[src/rtl/unidade_controle_if.sv]
// Control/status bundle between unidade_controle and the fluxo_dados side.
// slave  : the control unit (samples status, drives strobes and state code)
// master : the datapath / stimulus side
interface unidade_controle_if;
    logic       iniciar;
    logic       jogada_feita;
    logic       chavesIgualMemoria;
    logic       enderecoIgualSequencia;
    logic       fimS;
    logic       fimTMR;
    logic       timeout;

    logic       zeraR;
    logic       zeraE;
    logic       zeraS;
    logic       zeraM;
    logic       zeraTMR;
    logic       registraR;
    logic       registraM;
    logic       contaE;
    logic       contaS;
    logic       contaTMR;
    logic       pronto;
    logic       acertou;
    logic       errou;
    logic       db_timeout;
    logic [4:0] db_estado;

    modport slave (
        input  iniciar, jogada_feita, chavesIgualMemoria, enderecoIgualSequencia,
               fimS, fimTMR, timeout,
        output zeraR, zeraE, zeraS, zeraM, zeraTMR, registraR, registraM,
               contaE, contaS, contaTMR, pronto, acertou, errou, db_timeout,
               db_estado
    );

    modport master (
        output iniciar, jogada_feita, chavesIgualMemoria, enderecoIgualSequencia,
               fimS, fimTMR, timeout,
        input  zeraR, zeraE, zeraS, zeraM, zeraTMR, registraR, registraM,
               contaE, contaS, contaTMR, pronto, acertou, errou, db_timeout,
               db_estado
    );
endinterface

[src/rtl/unidade_controle.sv]
// Moore control unit for the sequence-memory game datapath (fluxo_dados).
// Optional build macro: TIMEOUT_EN -- when defined, a timeout while waiting
// for a move ends the game in fim_timeout; otherwise timeout is ignored.
//
// state          | meaning
// inicial        | idle after reset, waits for iniciar
// preparacao     | clear all datapath registers/counters
// inicio_mostra  | clear display timer before the first item
// exibe          | show current ROM item until fimTMR
// apaga          | blank display, clear timer
// intervalo      | gap between items until fimTMR
// proximo_mostra | advance address, restart timer
// prepara_jogada | rewind address, clear play register
// espera_jogada  | wait for a move (or timeout)
// registra       | latch the player's move
// comparacao     | compare move against memory
// proximo        | advance to next expected move
// ultima_seq     | round complete, check for final round
// nova_seq       | grow the sequence, rewind address
// fim_acertou    | game won
// fim_errou      | game lost on a wrong move
// fim_timeout    | game lost on timeout
module unidade_controle (
    input  logic                 clock,
    input  logic                 reset,
    unidade_controle_if.slave    ctrl
);

    typedef enum logic [4:0] {
        inicial        = 5'h00,
        preparacao     = 5'h01,
        inicio_mostra  = 5'h02,
        exibe          = 5'h03,
        apaga          = 5'h04,
        intervalo      = 5'h05,
        proximo_mostra = 5'h06,
        prepara_jogada = 5'h07,
        espera_jogada  = 5'h08,
        registra       = 5'h09,
        comparacao     = 5'h0A,
        proximo        = 5'h0B,
        ultima_seq     = 5'h0C,
        nova_seq       = 5'h0D,
        fim_acertou    = 5'h0E,
        fim_errou      = 5'h0F,
        fim_timeout    = 5'h10
    } estado_t;

    estado_t estado;
    estado_t proximo_estado;

    // State register with synchronous active-low reset
    always_ff @(posedge clock) begin
        if (!reset) estado <= inicial;
        else        estado <= proximo_estado;
    end

    // Next-state logic; unused codes fall back to inicial
    always_comb begin
        proximo_estado = inicial;
        case (estado)
            inicial:        proximo_estado = ctrl.iniciar ? preparacao : inicial;
            preparacao:     proximo_estado = inicio_mostra;
            inicio_mostra:  proximo_estado = exibe;
            exibe:          proximo_estado = ctrl.fimTMR ? apaga : exibe;
            apaga:          proximo_estado = intervalo;
            intervalo: begin
                if (!ctrl.fimTMR)                    proximo_estado = intervalo;
                else if (ctrl.enderecoIgualSequencia) proximo_estado = prepara_jogada;
                else                                 proximo_estado = proximo_mostra;
            end
            proximo_mostra: proximo_estado = exibe;
            prepara_jogada: proximo_estado = espera_jogada;
            espera_jogada: begin
                // A move in the same cycle as a timeout takes priority.
                if (ctrl.jogada_feita) proximo_estado = registra;
`ifdef TIMEOUT_EN
                else if (ctrl.timeout) proximo_estado = fim_timeout;
`endif
                else                   proximo_estado = espera_jogada;
            end
            registra:       proximo_estado = comparacao;
            comparacao: begin
                if (!ctrl.chavesIgualMemoria)         proximo_estado = fim_errou;
                else if (ctrl.enderecoIgualSequencia) proximo_estado = ultima_seq;
                else                                  proximo_estado = proximo;
            end
            proximo:        proximo_estado = espera_jogada;
            ultima_seq:     proximo_estado = ctrl.fimS ? fim_acertou : nova_seq;
            nova_seq:       proximo_estado = inicio_mostra;
            fim_acertou:    proximo_estado = ctrl.iniciar ? preparacao : fim_acertou;
            fim_errou:      proximo_estado = ctrl.iniciar ? preparacao : fim_errou;
`ifdef TIMEOUT_EN
            fim_timeout:    proximo_estado = ctrl.iniciar ? preparacao : fim_timeout;
`endif
            default:        proximo_estado = inicial;
        endcase
    end

    // Moore output decode from the state register only
    always_comb begin
        ctrl.zeraR      = 1'b0;
        ctrl.zeraE      = 1'b0;
        ctrl.zeraS      = 1'b0;
        ctrl.zeraM      = 1'b0;
        ctrl.zeraTMR    = 1'b0;
        ctrl.registraR  = 1'b0;
        ctrl.registraM  = 1'b0;
        ctrl.contaE     = 1'b0;
        ctrl.contaS     = 1'b0;
        ctrl.contaTMR   = 1'b0;
        ctrl.pronto     = 1'b0;
        ctrl.acertou    = 1'b0;
        ctrl.errou      = 1'b0;
        ctrl.db_timeout = 1'b0;
        case (estado)
            preparacao: begin
                ctrl.zeraE   = 1'b1;
                ctrl.zeraS   = 1'b1;
                ctrl.zeraR   = 1'b1;
                ctrl.zeraM   = 1'b1;
                ctrl.zeraTMR = 1'b1;
            end
            inicio_mostra:  ctrl.zeraTMR = 1'b1;
            exibe: begin
                // registraM held for the whole state absorbs the sync-ROM latency.
                ctrl.registraM = 1'b1;
                ctrl.contaTMR  = 1'b1;
            end
            apaga: begin
                ctrl.zeraM   = 1'b1;
                ctrl.zeraTMR = 1'b1;
            end
            intervalo:      ctrl.contaTMR = 1'b1;
            proximo_mostra: begin
                ctrl.contaE  = 1'b1;
                ctrl.zeraTMR = 1'b1;
            end
            prepara_jogada: begin
                ctrl.zeraE = 1'b1;
                ctrl.zeraR = 1'b1;
            end
            registra:       ctrl.registraR = 1'b1;
            proximo:        ctrl.contaE = 1'b1;
            nova_seq: begin
                ctrl.contaS = 1'b1;
                ctrl.zeraE  = 1'b1;
            end
            fim_acertou: begin
                ctrl.pronto  = 1'b1;
                ctrl.acertou = 1'b1;
            end
            fim_errou: begin
                ctrl.pronto = 1'b1;
                ctrl.errou  = 1'b1;
            end
`ifdef TIMEOUT_EN
            fim_timeout: begin
                ctrl.pronto     = 1'b1;
                ctrl.errou      = 1'b1;
                ctrl.db_timeout = 1'b1;
            end
`endif
            default: ;
        endcase
    end

    assign ctrl.db_estado = estado;

endmodule

[src/flat_wrapper.sv]
// flat-port wrapper written by rule: the top's interface ports become plain ports
module unidade_controle_flat 
  (clock, reset, ctrl_iniciar, ctrl_jogada_feita, ctrl_chavesIgualMemoria, ctrl_enderecoIgualSequencia, ctrl_fimS, ctrl_fimTMR, ctrl_timeout, ctrl_zeraR, ctrl_zeraE, ctrl_zeraS, ctrl_zeraM, ctrl_zeraTMR, ctrl_registraR, ctrl_registraM, ctrl_contaE, ctrl_contaS, ctrl_contaTMR, ctrl_pronto, ctrl_acertou, ctrl_errou, ctrl_db_timeout, ctrl_db_estado);
  unidade_controle_if ctrl_i ();
  input  logic clock;
  input  logic reset;
  input wire logic [$bits(ctrl_i.iniciar)-1:0] ctrl_iniciar;
  input wire logic [$bits(ctrl_i.jogada_feita)-1:0] ctrl_jogada_feita;
  input wire logic [$bits(ctrl_i.chavesIgualMemoria)-1:0] ctrl_chavesIgualMemoria;
  input wire logic [$bits(ctrl_i.enderecoIgualSequencia)-1:0] ctrl_enderecoIgualSequencia;
  input wire logic [$bits(ctrl_i.fimS)-1:0] ctrl_fimS;
  input wire logic [$bits(ctrl_i.fimTMR)-1:0] ctrl_fimTMR;
  input wire logic [$bits(ctrl_i.timeout)-1:0] ctrl_timeout;
  output wire logic [$bits(ctrl_i.zeraR)-1:0] ctrl_zeraR;
  output wire logic [$bits(ctrl_i.zeraE)-1:0] ctrl_zeraE;
  output wire logic [$bits(ctrl_i.zeraS)-1:0] ctrl_zeraS;
  output wire logic [$bits(ctrl_i.zeraM)-1:0] ctrl_zeraM;
  output wire logic [$bits(ctrl_i.zeraTMR)-1:0] ctrl_zeraTMR;
  output wire logic [$bits(ctrl_i.registraR)-1:0] ctrl_registraR;
  output wire logic [$bits(ctrl_i.registraM)-1:0] ctrl_registraM;
  output wire logic [$bits(ctrl_i.contaE)-1:0] ctrl_contaE;
  output wire logic [$bits(ctrl_i.contaS)-1:0] ctrl_contaS;
  output wire logic [$bits(ctrl_i.contaTMR)-1:0] ctrl_contaTMR;
  output wire logic [$bits(ctrl_i.pronto)-1:0] ctrl_pronto;
  output wire logic [$bits(ctrl_i.acertou)-1:0] ctrl_acertou;
  output wire logic [$bits(ctrl_i.errou)-1:0] ctrl_errou;
  output wire logic [$bits(ctrl_i.db_timeout)-1:0] ctrl_db_timeout;
  output wire logic [$bits(ctrl_i.db_estado)-1:0] ctrl_db_estado;
  assign ctrl_i.iniciar = ctrl_iniciar;
  assign ctrl_i.jogada_feita = ctrl_jogada_feita;
  assign ctrl_i.chavesIgualMemoria = ctrl_chavesIgualMemoria;
  assign ctrl_i.enderecoIgualSequencia = ctrl_enderecoIgualSequencia;
  assign ctrl_i.fimS = ctrl_fimS;
  assign ctrl_i.fimTMR = ctrl_fimTMR;
  assign ctrl_i.timeout = ctrl_timeout;
  assign ctrl_zeraR = ctrl_i.zeraR;
  assign ctrl_zeraE = ctrl_i.zeraE;
  assign ctrl_zeraS = ctrl_i.zeraS;
  assign ctrl_zeraM = ctrl_i.zeraM;
  assign ctrl_zeraTMR = ctrl_i.zeraTMR;
  assign ctrl_registraR = ctrl_i.registraR;
  assign ctrl_registraM = ctrl_i.registraM;
  assign ctrl_contaE = ctrl_i.contaE;
  assign ctrl_contaS = ctrl_i.contaS;
  assign ctrl_contaTMR = ctrl_i.contaTMR;
  assign ctrl_pronto = ctrl_i.pronto;
  assign ctrl_acertou = ctrl_i.acertou;
  assign ctrl_errou = ctrl_i.errou;
  assign ctrl_db_timeout = ctrl_i.db_timeout;
  assign ctrl_db_estado = ctrl_i.db_estado;
  unidade_controle u_core (.clock(clock), .reset(reset), .ctrl(ctrl_i));
endmodule
[config.mk]
export PLATFORM = sky130hd
export DESIGN_NAME = unidade_controle_flat
export DESIGN_NICKNAME = d
export VERILOG_FILES = /design/src/rtl/unidade_controle_if.sv /design/src/rtl/unidade_controle.sv /design/src/flat_wrapper.sv
export SDC_FILE = /design/constraint.sdc
export NUM_CORES = 1
export LEC_CHECK = 0
export CAP_MARGIN = 10
export CORE_MARGIN = 2
export CORE_UTILIZATION = 37
export DETAILED_ROUTE_END_ITERATION = 7
export GPL_ROUTABILITY_DRIVEN = 0
export PLACE_DENSITY = 0.78
export SLEW_MARGIN = 20
export SYNTH_ARGS = -nofsm -noshare
export SYNTH_HDL_FRONTEND = slang
export SYNTH_SLANG_ARGS = --single-unit
[constraint.sdc]
create_clock -name clock -period 1.9 [get_ports clock]
set_clock_uncertainty 0.2 [all_clocks]
set_input_delay 0.19 -clock clock [delete_from_list [all_inputs] [get_ports clock]]
set_output_delay 0.19 -clock clock [all_outputs]
set_load 0.005 [all_outputs]
# Yosys cells after proc, flatten, opt, wreduce, memory -nomap -nowiden
# Index checks and enable logic that the tools add are counted.
[word_totals]
register_bits = 5
latch_bits = 0
ram_bits = 0
romBits = 0
inputBits = 9
out_inout_bits = 19
elab_cells = 51
mem_count = 0
[classes]
add_sub_neg = 0
n_mul = 0
div_mod_pow = 0
magnitude_cmp = 0
eq_ne = 15
shift = 0
mux = 24
n_bitwise = 0
n_reduce_logical = 11
[op_table]
columns = ["operator", "n"]
rows = [
  ["one-hot mux 5 bit (13 select lines)", 1],
  ["equality test 5 x 4 -> 1 bit (second input constant)", 8],
  ["equality test 5 x 3 -> 1 bit (second input constant)", 4],
  ["two-way mux 1 bit", 16],
  ["OR reduction 2 bit", 8],
  ["equality test 5 x 2 -> 1 bit (second input constant)", 2],
  ["two-way mux 5 bit", 2],
  ["two-way mux 4 bit", 2],
  ["two-way mux 3 bit", 2],
  ["equality test 5 x 1 -> 1 bit (second input constant)", 1],
  ["logical NOT 5 bit", 1],
  ["OR reduction 4 bit", 1],
  ["OR reduction 3 bit", 1],
  ["two-way mux 2 bit", 1],
]

# Depth between registers and ports, before layout
# Gate-level depths: netlist of run 1.
[logic_depth]
word_depth = 3
depth_mapped = 6
mapped_depth_nobuf = 4

# Worst setup path before layout of run 1
# No wires, ideal clock.
[synth_timing]
kind = "register to register"
start = "register u_core.estado[0] (netlist: u_core.ctrl.db_estado[0])"
end = "register u_core.estado[0] (netlist: u_core.ctrl.db_estado[0])"
setup_time_ps = 125
arrival_time_ps = 1228
required_time_ps = 1575
slack_ps = 347
stages_incl_launch_ff = 6
synth_period_minus_slack_ps = 1553
cell_sequence = "dfxtp_1 -> buf_4 -> and4bb_4 -> a32oi_2 -> o41ai_1 -> o41a_1"
[synth_between]
elab_chain_cells = 3
[synth_rtl]
columns = ["element", "line_no", "text"]
rows = [
  ["start, declared", "unidade_controle.sv:49", "estado_t estado;"],
  ["start signal, assigned", "unidade_controle.sv:54", "if (!reset) estado <= inicial;"],
  ["start signal, assigned", "unidade_controle.sv:55", "else estado <= proximo_estado;"],
  ["equality test 5 x 1 -> 1 bit (tied with other cells)", "unidade_controle.sv:61", "case (estado)"],
  ["OR reduction 2 bit (no line)", "n/a", ""],
  ["one-hot mux 5 bit (13 select lines) (*)", "unidade_controle.sv:61", ""],
]
# Mark *: on every way between the ends. The rest lies on a longest branch, timed or not.
# A chain may end at the register's enable or synchronous reset.

# Worst setup path after layout of run 1
[layout_timing]
start = "register u_core.estado[2] (netlist: u_core.ctrl.db_estado[2])"
end = "output port ctrl_contaTMR"
[layout_between]
elab_chain_cells = 3
[layout_rtl]
columns = ["element", "line_no", "text"]
rows = [
  ["equality test 5 x 2 -> 1 bit / equality test 5 x 3 -> 1 bit (equally long branches)", "unidade_controle.sv:116", "case (estado)"],
  ["OR reduction 2 bit (no line) (*)", "n/a", ""],
  ["two-way mux 1 bit (*)", "unidade_controle.sv:116", ""],
  ["end, declared", "flat_wrapper.sv:23", "output wire logic [$bits(ctrl_i.contaTMR)-1:0] ctrl_contaTMR;"],
]
# Marks and branches as above.

==> results of run 1 <==
-- layer usage --
layer,global-route usage,up-vias,wire (um),share of wire
met3,0.0870,2,132,0.097
met1,0.227,281,562,0.41
met4,0.0167,0,14,0.010
met5,0,-,0,0
met2,0.336,35,654,0.48
li1,-,326,-,-
-- area by class of cell --
class,instances,share of cell area
multi-input cells,58,0.430
repair buffers,39,0.401
well taps,15,0.0209
inverters,4,0.0168
clock buffers,3,0.0251
flip-flops and latches,4,0.106
-- power by group --
part / internal, W / leakage [nW] / switching [W] / total (W)
combinational: 0.000138 / 0.402 / 0.0000968 / 0.000235
clock: 0.0000704 / 0.0138 / 0.0000313 / 0.000102
sequential: 0.0000932 / 0.0356 / 0.0000190 / 0.000112
total: 0.000302 / 0.451 / 0.000147 / 0.000449
-- synth_stat cells, types with 2 or more instances --
master / instances
nor2b_1: 2
nand2b_1: 4
dfxtp_1: 4
xor2_1: 3
buf_4: 4
and3_1: 2
buf_2: 5
inv_1: 4
a21oi_1: 4
nor2_1: 7
nor3_1: 6
nand2_1: 9
-- timing repair --
action,CTS,global route
setup buffers,4,1
gates resized for setup,16,8
endpoints found under the setup margin,13,7
-- worst min-delay path by stage --
stage / from / endpoint / depth (start not counted)
4_1_cts: reset / u_core.ctrl.db_estado[0] / 2
5_1_grt: reset / u_core.ctrl.db_estado[0] / 2
3_5_place_dp: u_core.ctrl.db_estado[3] / u_core.ctrl.db_estado[1] / 3
3_3_place_gp: u_core.ctrl.db_estado[3] / u_core.ctrl.db_estado[1] / 3
6_report: reset / u_core.ctrl.db_estado[0] / 2
2_1_floorplan: reset / u_core.ctrl.db_estado[0] / 1
-- per-stage QoR --
stage / util / hold slack [ns] / TNS [ns] / setup WS [ns] / total power [W]
after floorplan: - / 0.124 / 0 / 0.347 / 0.000223
after detailed placement: 0.611 / 0.521 / 0 / 0.0840 / 0.000330
after CTS: 0.676 / 0.316 / -0.00380 / -0.00380 / 0.000456
after global placement: 0.611 / 0.533 / 0 / 0.0813 / 0.000327
after global routing: 0.697 / 0.353 / -0.000776 / -0.000776 / 0.000490
final: 0.697 / 0.324 / 0 / 0.0643 / 0.000449
-- cells by family (layout without fill, tap and decap cells) --
kind of cell,Yosys count,in the layout,share of synthesized area
multiplexers,1,1,0.0200
AND/OR/NAND/NOR,35,35,0.367
AO/OA/AOI/OAI,16,16,0.237
buffers and inverters,13,46,0.140
flip-flops,4,4,0.160
XOR/XNOR,4,4,0.0698
other,1,2,0.00747
-- worst reg2reg max path: stages, from the launching register on --
cell	delay [ns]
dfxtp_4	0.37
buf_2	0.17
buf_4	0.17
and4bb_4	0.20
a32oi_2	0.16
o41ai_1	0.10
o41a_1	0.30
==> results.md, run 1 <==
- Nature of the critical path endpoint: primary output
- Mapped Cells: 74
- Overflow left after global routing: 0
- Ratio of final minimum period to clock period: 0.966
- Share of cells above drive strength 1: 0.287
- Port bufs: 24
- H-tree depth: 1
- Synthesis-to-layout area growth: 78.6%
- Status: finished clean
- Worst path required time: 1.51 ns
- Arrival time worst endpoint: between 1 and 1.5 ns
- Drt initial violations: 13
- Clk Latency, worst-skew pair: approximately 0.23 ns
- Asr flop ratio synth: 0
- Avg Cell Area, Syn: between 6 and 7 um^2
- PwrDens: around 500 mW/mm^2
- Crit path time final: between 1.5 and 2 ns
- Max clock buf depth: 2
- Reg2reg end: u_core.ctrl.db_estado[0]
- Post-route cell area: roughly 900 um^2
- Register area: around 95 um^2
- Post-route ant nets: 0
- Critical path buffer and inverter count: 1
- Max-Cap Viols: 0
- Number of hold buffers added after cts: 0
- Slowest Stage Delay on Critical Path: between 0.4 and 0.5 ns
- Hold Vio Cnt, Final: 0
- Total clock buffers created by CTS: 3
- Cells along the critical path: xor2_2 -> and3_1 -> clkdlybuf4s50_1
- Mapped cell area: ~500 um^2
- Vias/cell: 5.24
- Drt drc: 0
- Pre-antenna DRT Iters: 4
- DR vias: ~640
- CTS tree: built
- Clock sinks: 4
- DP Area: between 700 and 800 um^2
- EDFF count, synth: 0
- Yosys Warn Count: 0
- Startpoint class of the critical path: flop
- Seq/Total Area, Yosys: 0.160
- Most common cell after layout, fill and taps aside: clkdlybuf4s50_1
- Vias in the first global route: 521
- Crit-path slowest cell: clkdlybuf4s50_1
- Placed cells: 115
- Pin count of the biggest net entering global routing: 12
- Die H: 40.8 um
- Multi-input combinational cell area: between 300 and 400 um^2
- Initial Utilization: 0.390
- Area leader, netlist: dfxtp_1
- Detailed placement HPWL: 1000 um
- Max-slew violation count: 0
- Crit path to: ctrl_contaTMR
- FF-to-FF Start: u_core.ctrl.db_estado[1]
- Ant diodes: 0
- VDD IR-drop max: roughly 0.00042 V
- CTS root buffer: clkbuf_4
- Min-delay worst type: in2reg
- Post-Layout Cell Count: 123
- Total Wirelength: 1360 um
- Crit-path max FO: 10
- Top Ports: 28
- Clock-pin slew on the worst setup and hold paths: about 0.04 ns
- Core area: between 0.001 and 0.0015 mm^2
- Synth top area cells: dfxtp_1, nand2_1, nor3_1
- Synth Register Bits: 4
- Row count: 13
- RSZ-0062 raised after global routing: true
- Crit-path leading delay family: buffers and inverters
- Pleak: around 0.45 nW
- # setup viols final: 0
- Die width: ~40 um
- Dominant synthesized flop cell: dfxtp_1
- WL/cell: between 10 and 15 um
- Filler cells: 113
- Largest register FFs: 4
- Die area: between 0.0015 and 0.002 mm^2
- Crit path from: u_core.ctrl.db_estado[2]
- Critical path type: reg2out
- Worst reg2reg path depth: 6
- Stages on worst setup path: 3
- Fmax: approximately 540 MHz
- GRT Overall Usage: 0.195
- Cell variety after synth: 32
- Initial antenna violation count: 0
- R2R setup slack: 0.10 ns
- Most frequent cells in the layout: clkdlybuf4s50_1, buf_4, nand2_1
- Post-synth top area share: 0.160
- Final nets: 119
- First-pass GRT wire length: roughly 2200 um
No activity file was read; power rests on OpenSTA's default activity.
==> run 2, diff against run 1 <==
ABC_AREA = 1   (was not set)
CORE_AREA = 2 2 39 41   (was not set)
CORE_MARGIN = not set   (was 2)
CORE_UTILIZATION = not set   (was 37)
DIE_AREA = 0 0 41 43   (was not set)
PLACE_DENSITY = 0.74   (was 0.78)
RECOVER_POWER = 50   (was not set)
==> run 2 against run 1 <==
Compared with the run above:
- final cell count up 7.3%
- largest cell class unchanged
- synthesized cell count up 12%
- register-to-register slack better by 0.40 ns
- maximum frequency down 0.12%
- highest routed layer is now met3
- routed wire length down 7.0%
- synthesized area down 12%
- via count down 1.2%
- total power down 3.1%
==> results.md, run 2 <==
- Asr flop ratio synth: 0 (unchanged)
- Ratio of final minimum period to clock period: 0.967 (+0.00112)
- Number of hold buffers added after cts: 0 (unchanged)
- CTS tree: built
- Pin count of the biggest net entering global routing: 8 (-4)
- VDD IR-drop max: 0.000354 V (-15%)
- Largest register FFs: 4 (unchanged)
- Seq/Total Area, Yosys: 0.182 (+0.0227)
- Share of cells above drive strength 1: 0.250 (-0.0370)
- Total clock buffers created by CTS: 3 (unchanged)
- CTS root buffer: clkbuf_4
- Core area: 0.00138 mm^2 (+7.7%)
- Synth top area cells: dfxtp_1, nand2_1, nor2_1
- Synth Register Bits: 4 (unchanged)
- Vias/cell: 4.82 (-8.0%)
- RSZ-0062 raised after global routing: true
- Clock-pin slew on the worst setup and hold paths: 0.04 ns (about the same)
- Port bufs: 24 (unchanged)
- Initial antenna violation count: 0 (unchanged)
- Post-route ant nets: 0 (unchanged)
- Status: finished clean
- Most frequent cells in the layout: nand2_1, clkdlybuf4s50_1, nor2_1
- Worst reg2reg path depth: 7 (+1)
- Min-delay worst type: in2reg
- Post-route cell area: 800 um^2 (-11%)
- Most common cell after layout, fill and taps aside: nand2_1
- DP Area: 718 um^2 (-8.5%)
- H-tree depth: 1 (unchanged)
- Max-Cap Viols: 0 (unchanged)
- Dominant synthesized flop cell: dfxtp_1
- Cell variety after synth: 20 (-38%)
- Drt initial violations: 25 (+12)
- Hold WS: 0.351 ns (+0.0276 ns)
- WHS Path Cells: 3 (+1)
- Post-synth top area share: 0.182 (+0.0227)
- Mapped Cells: 83 (+12%)
- Crit-path max FO: 5 (-5)
- Max-slew violation count: 0 (unchanged)
- Overflow left after global routing: 0 (unchanged)
- Clock sinks: 4 (unchanged)
- Initial Utilization: 0.317 (-0.0731)
- Pleak: 0.462 nW (+2.4%)
- WL/cell: 9.61 um (-13%)
- Synthesis-to-layout area growth: 82.1%
- Fmax: 544 MHz (-0.12%)
- Critical path type: reg2out
- Detailed placement HPWL: 1030 um (+2.8%)
- Final nets: 127 (+6.7%)
- DR vias: 636 (-1.2%)
- Startpoint class of the critical path: flop
- PwrDens: 544 mW/mm^2 (+8.5%)
- Pre-antenna DRT Iters: 4 (unchanged)
- Area leader, netlist: dfxtp_1
- Row count: 14 (+1)
- Max clock buf depth: 2 (unchanged)
- # setup viols final: 0 (unchanged)
- Top-count cell post-synth: nand2_1
- Total Wirelength: 1270 um (-7.0%)
- Drt drc: 0 (unchanged)
- Mapped cell area: 439 um^2 (-12%)
- Post-layout power: 0.000435 W (-3.1%)
- Setup TNS: 0 ns (unchanged)
- Filler cells: 136 (+20%)
- Die area: 0.00176 mm^2 (+5.8%)
- Ant diodes: 0 (unchanged)
- Commonest cells in the netlist: nand2_1, nor2_1, inv_1
- Yosys Warn Count: 0 (unchanged)
- GRT Overall Usage: 0.166 (-0.0294)
- Clk Latency, worst-skew pair: 0.23 ns (about the same)
- Arrival time worst endpoint: 1.45 ns (about the same)
- Nature of the critical path endpoint: primary output
- Avg Cell Area, Syn: 5.29 um^2 (-22%)
- Worst path required time: 1.51 ns (about the same)
- Die H: 43 um (+5.3%)
- Die width: 41 um (+0.43%)
- Vias in the first global route: 496 (-4.8%)
- First-pass GRT wire length: 2010 um (-6.4%)
- Top Ports: 28 (unchanged)
- Crit path time final: 1.84 ns (+0.00212 ns)
- Hold Vio Cnt, Final: 0 (unchanged)
- EDFF count, synth: 0 (unchanged)
[run 2: repair_timing]
action	in CTS	in global routing
endpoints found under the setup margin	11	9
buffers inserted	2	1
resized for setup	15	9
pin swaps	2	2
[run 2: power breakdown]
| part | leakage (nW) | total [W] | switching, W | internal [W] |
|---|---|---|---|---|
| registers | 0.0353 | 0.000113 | 0.0000172 | 0.0000961 |
| logic | 0.413 | 0.000219 | 0.000103 | 0.000116 |
| clock network | 0.0138 | 0.000102 | 0.0000317 | 0.0000704 |
| total | 0.462 | 0.000435 | 0.000152 | 0.000282 |
[run 2: path summary, 6_finish.rpt]
kind	end	start	slack, ns
max	ctrl_contaS	u_core.ctrl.db_estado[0]	0.06
min	u_core.ctrl.db_estado[1]	reset	0.35
max reg2reg	u_core.ctrl.db_estado[1]	u_core.ctrl.db_estado[0]	0.50
min reg2reg	u_core.ctrl.db_estado[3]	u_core.ctrl.db_estado[3]	0.47
[run 2: layout make-up]
type	count	area, um^2	area share
Multi-Input combinational cell	63	312	0.390
Sequential cell	4	92.6	0.116
Tap cell	16	20.0	0.0250
Inverter	15	56.3	0.0704
Clock buffer	3	22.5	0.0282
Timing Repair Buffer	31	297	0.371
[run 2: metrics by stage]
stage	cells	setup WS [ns]	utilization
after global placement	126	0.0607	0.519
after floorplan	84	0.483	-
after detailed placement	126	0.0521	0.519
final	132	0.0621	0.578
after CTS	131	-0.0678	0.556
after global routing	132	-0.00390	0.578
[run 2: routing by layer]
| layer | share of wire | track usage | vias to the layer above |
|---|---|---|---|
| li1 | - | - | 320 |
| met1 | 0.43 | 0.225 | 289 |
| met2 | 0.49 | 0.241 | 27 |
| met3 | 0.078 | 0.0785 | 0 |
| met4 | 0 | 0.0200 | 0 |
| met5 | 0 | 0 | - |
[run 2: worst max-delay path, stage by stage, from the launching register on]
cell and delay (ns):
dfxtp_4 0.36, inv_1 0.05, nor2_2 0.12, inv_2 0.08
nor2_2 0.09, clkdlybuf4s50_1 0.50
[run 2: logic make-up after synthesis]
| group | count (synthesis) | share of synthesized area |
|---|---|---|
| flops | 4 | 0.182 |
| other cells | 1 | 0.00854 |
| buf+inv | 17 | 0.162 |
| compound gates | 6 | 0.0769 |
| simple gates | 55 | 0.570 |
==> run 3, diff against run 2 <==
ABC_AREA = not set   (was 1)
CORE_AREA = not set   (was 2 2 39 41)
CORE_MARGIN = 2   (was not set)
CORE_UTILIZATION = 37   (was not set)
DIE_AREA = not set   (was 0 0 41 43)
GPL_TIMING_DRIVEN = 0   (was not set)
PLACE_DENSITY = 0.78   (was 0.74)
SLEW_MARGIN = not set   (was 20)
==> run 3 against run 2 <==
Compared with the run above:
- routed wire length increased by 35%
- sequential power decreased by 14%
- highest routed layer unchanged
- critical path depth decreased by 2
==> results.md, run 3 (synthesis results as in run 1) <==
- Status: finished clean
- Max-Cap Viols: 0 (unchanged)
- VDD IR-drop max: 0.000496 V (+40%)
- Vias in the first global route: 569 (+15%)
- Startpoint class of the critical path: flop
- Die width: 40.8 um (-0.43%)
- GRT Overall Usage: 0.222 (+0.0563)
- Post-Route Utilization: 0.725 (+0.148)
- First-pass GRT wire length: 2440 um (+21%)
- Ratio of final minimum period to clock period: 0.968 (about the same)
- Final nets: 125 (-1.6%)
- Row count: 13 (-1)
- Total clock buffers created by CTS: 3 (unchanged)
- Pre-antenna DRT Iters: 4 (unchanged)
- Slowest Stage Delay on Critical Path: 0.51 ns (about the same)
- Synthesis-to-layout area growth: 85.8%
- Drt initial violations: 42 (+68%)
- Worst Min Path Start: reset
- FF-to-FF Start: u_core.ctrl.db_estado[2]
- Nature of the critical path endpoint: primary output
- Hold WS: 0.327 ns (-0.0246 ns)
- Clk Latency, worst-skew pair: 0.24 ns (about the same)
- Total Wirelength: 1710 um (+35%)
- Clock sinks: 4 (unchanged)
- R2R setup slack: 0.20 ns (-0.30 ns)
- Post-route ant nets: 0 (unchanged)
- Die area: 0.00167 mm^2 (-5.5%)
- Filler cells: 102 (-25%)
- Largest register FFs: 4 (unchanged)
- PwrDens: 511 mW/mm^2 (-6.0%)
- DP Area: 764 um^2 (+6.4%)
- Crit path time final: 1.84 ns (+0.000957 ns)
- Initial Utilization: 0.390 (+0.0731)
- WL/cell: 13.3 um (+38%)
- Pin count of the biggest net entering global routing: 11 (+3)
- H-tree depth: 1 (unchanged)
- Min-delay worst type: in2reg
- Most frequent cells in the layout: buf_4, clkdlybuf4s50_1, dlygate4sd2_1
- Arrival time worst endpoint: 1.45 ns (about the same)
- Placed cells: 114 (-9.5%)
- Setup WS post-layout: 0.0612 ns (-0.000957 ns)
- Top Ports: 28 (unchanged)
- Worst reg2reg path depth: 6 (-1)
- Crit-path slowest cell: clkdlybuf4s50_1
- # setup viols final: 0 (unchanged)
- Cells along the critical path: buf_4 -> and3_1 -> clkdlybuf4s50_1
- Most common cell after layout, fill and taps aside: buf_4
- Pleak: 0.484 nW (+4.7%)
- Max clock buf depth: 2 (unchanged)
- DR vias: 697 (+9.6%)
- Overflow left after global routing: 0 (unchanged)
- Post-Layout Cell Count: 129 (-2.3%)
- WHS Path Cells: 2 (-1)
- Detailed placement HPWL: 1000 um (-3.0%)
- CTS tree: built
- Critical path type: reg2out
- CTS root buffer: clkbuf_4
- RSZ-0062 raised after global routing: false
- Initial antenna violation count: 0 (unchanged)
- Port bufs: 24 (unchanged)
- Crit-path max FO: 7 (+2)
- Drt drc: 0 (unchanged)
- Die H: 40.8 um (-5.1%)
- Hold Vio Cnt, Final: 0 (unchanged)
- Worst path required time: 1.51 ns (about the same)
- Post-route cell area: 932 um^2 (+17%)
- Vias/cell: 5.40 (+12%)
- Share of cells above drive strength 1: 0.298 (+0.0482)
- Fmax: 544 MHz (about the same)
- Max-slew violation count: 0 (unchanged)
- Hold endpoint: u_core.ctrl.db_estado[0]
- Reg2reg end: u_core.ctrl.db_estado[0]
- Core area: 0.00128 mm^2 (-7.1%)
- Pre-CTS setup slack: -0.0812 ns (-0.133 ns)
- Ant diodes: 0 (unchanged)
- Clock-pin slew on the worst setup and hold paths: 0.04 ns (about the same)
==> run 3: how the worst max path moves through the flow <==
stage                                  start                  endpoint  depth (start not counted)
CTS                 u_core.ctrl.db_estado[3]                ctrl_zeraE                          5
global route        u_core.ctrl.db_estado[3]               ctrl_pronto                          3
finish              u_core.ctrl.db_estado[3]               ctrl_pronto                          3
detailed placement  u_core.ctrl.db_estado[1]             ctrl_contaTMR                          5
global placement    u_core.ctrl.db_estado[1]             ctrl_contaTMR                          5
floorplan           u_core.ctrl.db_estado[0]  u_core.ctrl.db_estado[0]                          5
==> run 3: power breakdown <==
| part | leakage, nW | switching, W | internal (W) | total [W] |
|---|---|---|---|---|
| clock | 0.0138 | 0.0000375 | 0.0000708 | 0.000108 |
| sequential | 0.0343 | 0.00000538 | 0.0000921 | 0.0000975 |
| combinational | 0.436 | 0.000121 | 0.000149 | 0.000270 |
| total | 0.484 | 0.000164 | 0.000312 | 0.000476 |
==> run 3: cell type report <==
| cell class | instances | area [um^2] | share of cell area |
|---|---|---|---|
| inverters | 4 | 15.0 | 0.0161 |
| flip-flops and latches | 4 | 86.3 | 0.0926 |
| plain buffers | 9 | 93.8 | 0.101 |
| repair buffers | 36 | 320 | 0.344 |
| multi-input cells | 58 | 375 | 0.403 |
| clock buffers | 3 | 22.5 | 0.0242 |
| well taps | 15 | 18.8 | 0.0201 |
==> run 3: routing by layer <==
metal / global-route usage / vias up / part of all wire
met5: 0 / - / 0
met4: 0.0583 / 0 / 0
met3: 0.0924 / 0 / 0.088
met2: 0.359 / 41 / 0.51
met1: 0.266 / 321 / 0.40
li1: - / 335 / -
==> run 3: metrics by stage <==
step / TNS, ns / total power (W)
CTS: -0.183 / 0.000469
global placement: -0.0923 / 0.000321
floorplan: 0 / 0.000223
detailed placement: -0.173 / 0.000324
finish: 0 / 0.000476
global route: 0 / 0.000517
==> run 3: critical path, delay by kind of cell, from the launching register on <==
kind | cells | cell delay [ns]
flip-flops | 1 | 0.39
AND/OR/NAND/NOR | 1 | 0.18
buffers and inverters | 2 | 0.64
==> run 3: timing repair <==
action                     in CTS  in global routing
setup buffers                   9                  3
hold buffers                    0                  0
setup endpoints to repair      12                  3
pin swaps                       1                  0
gates resized for setup        29                  5
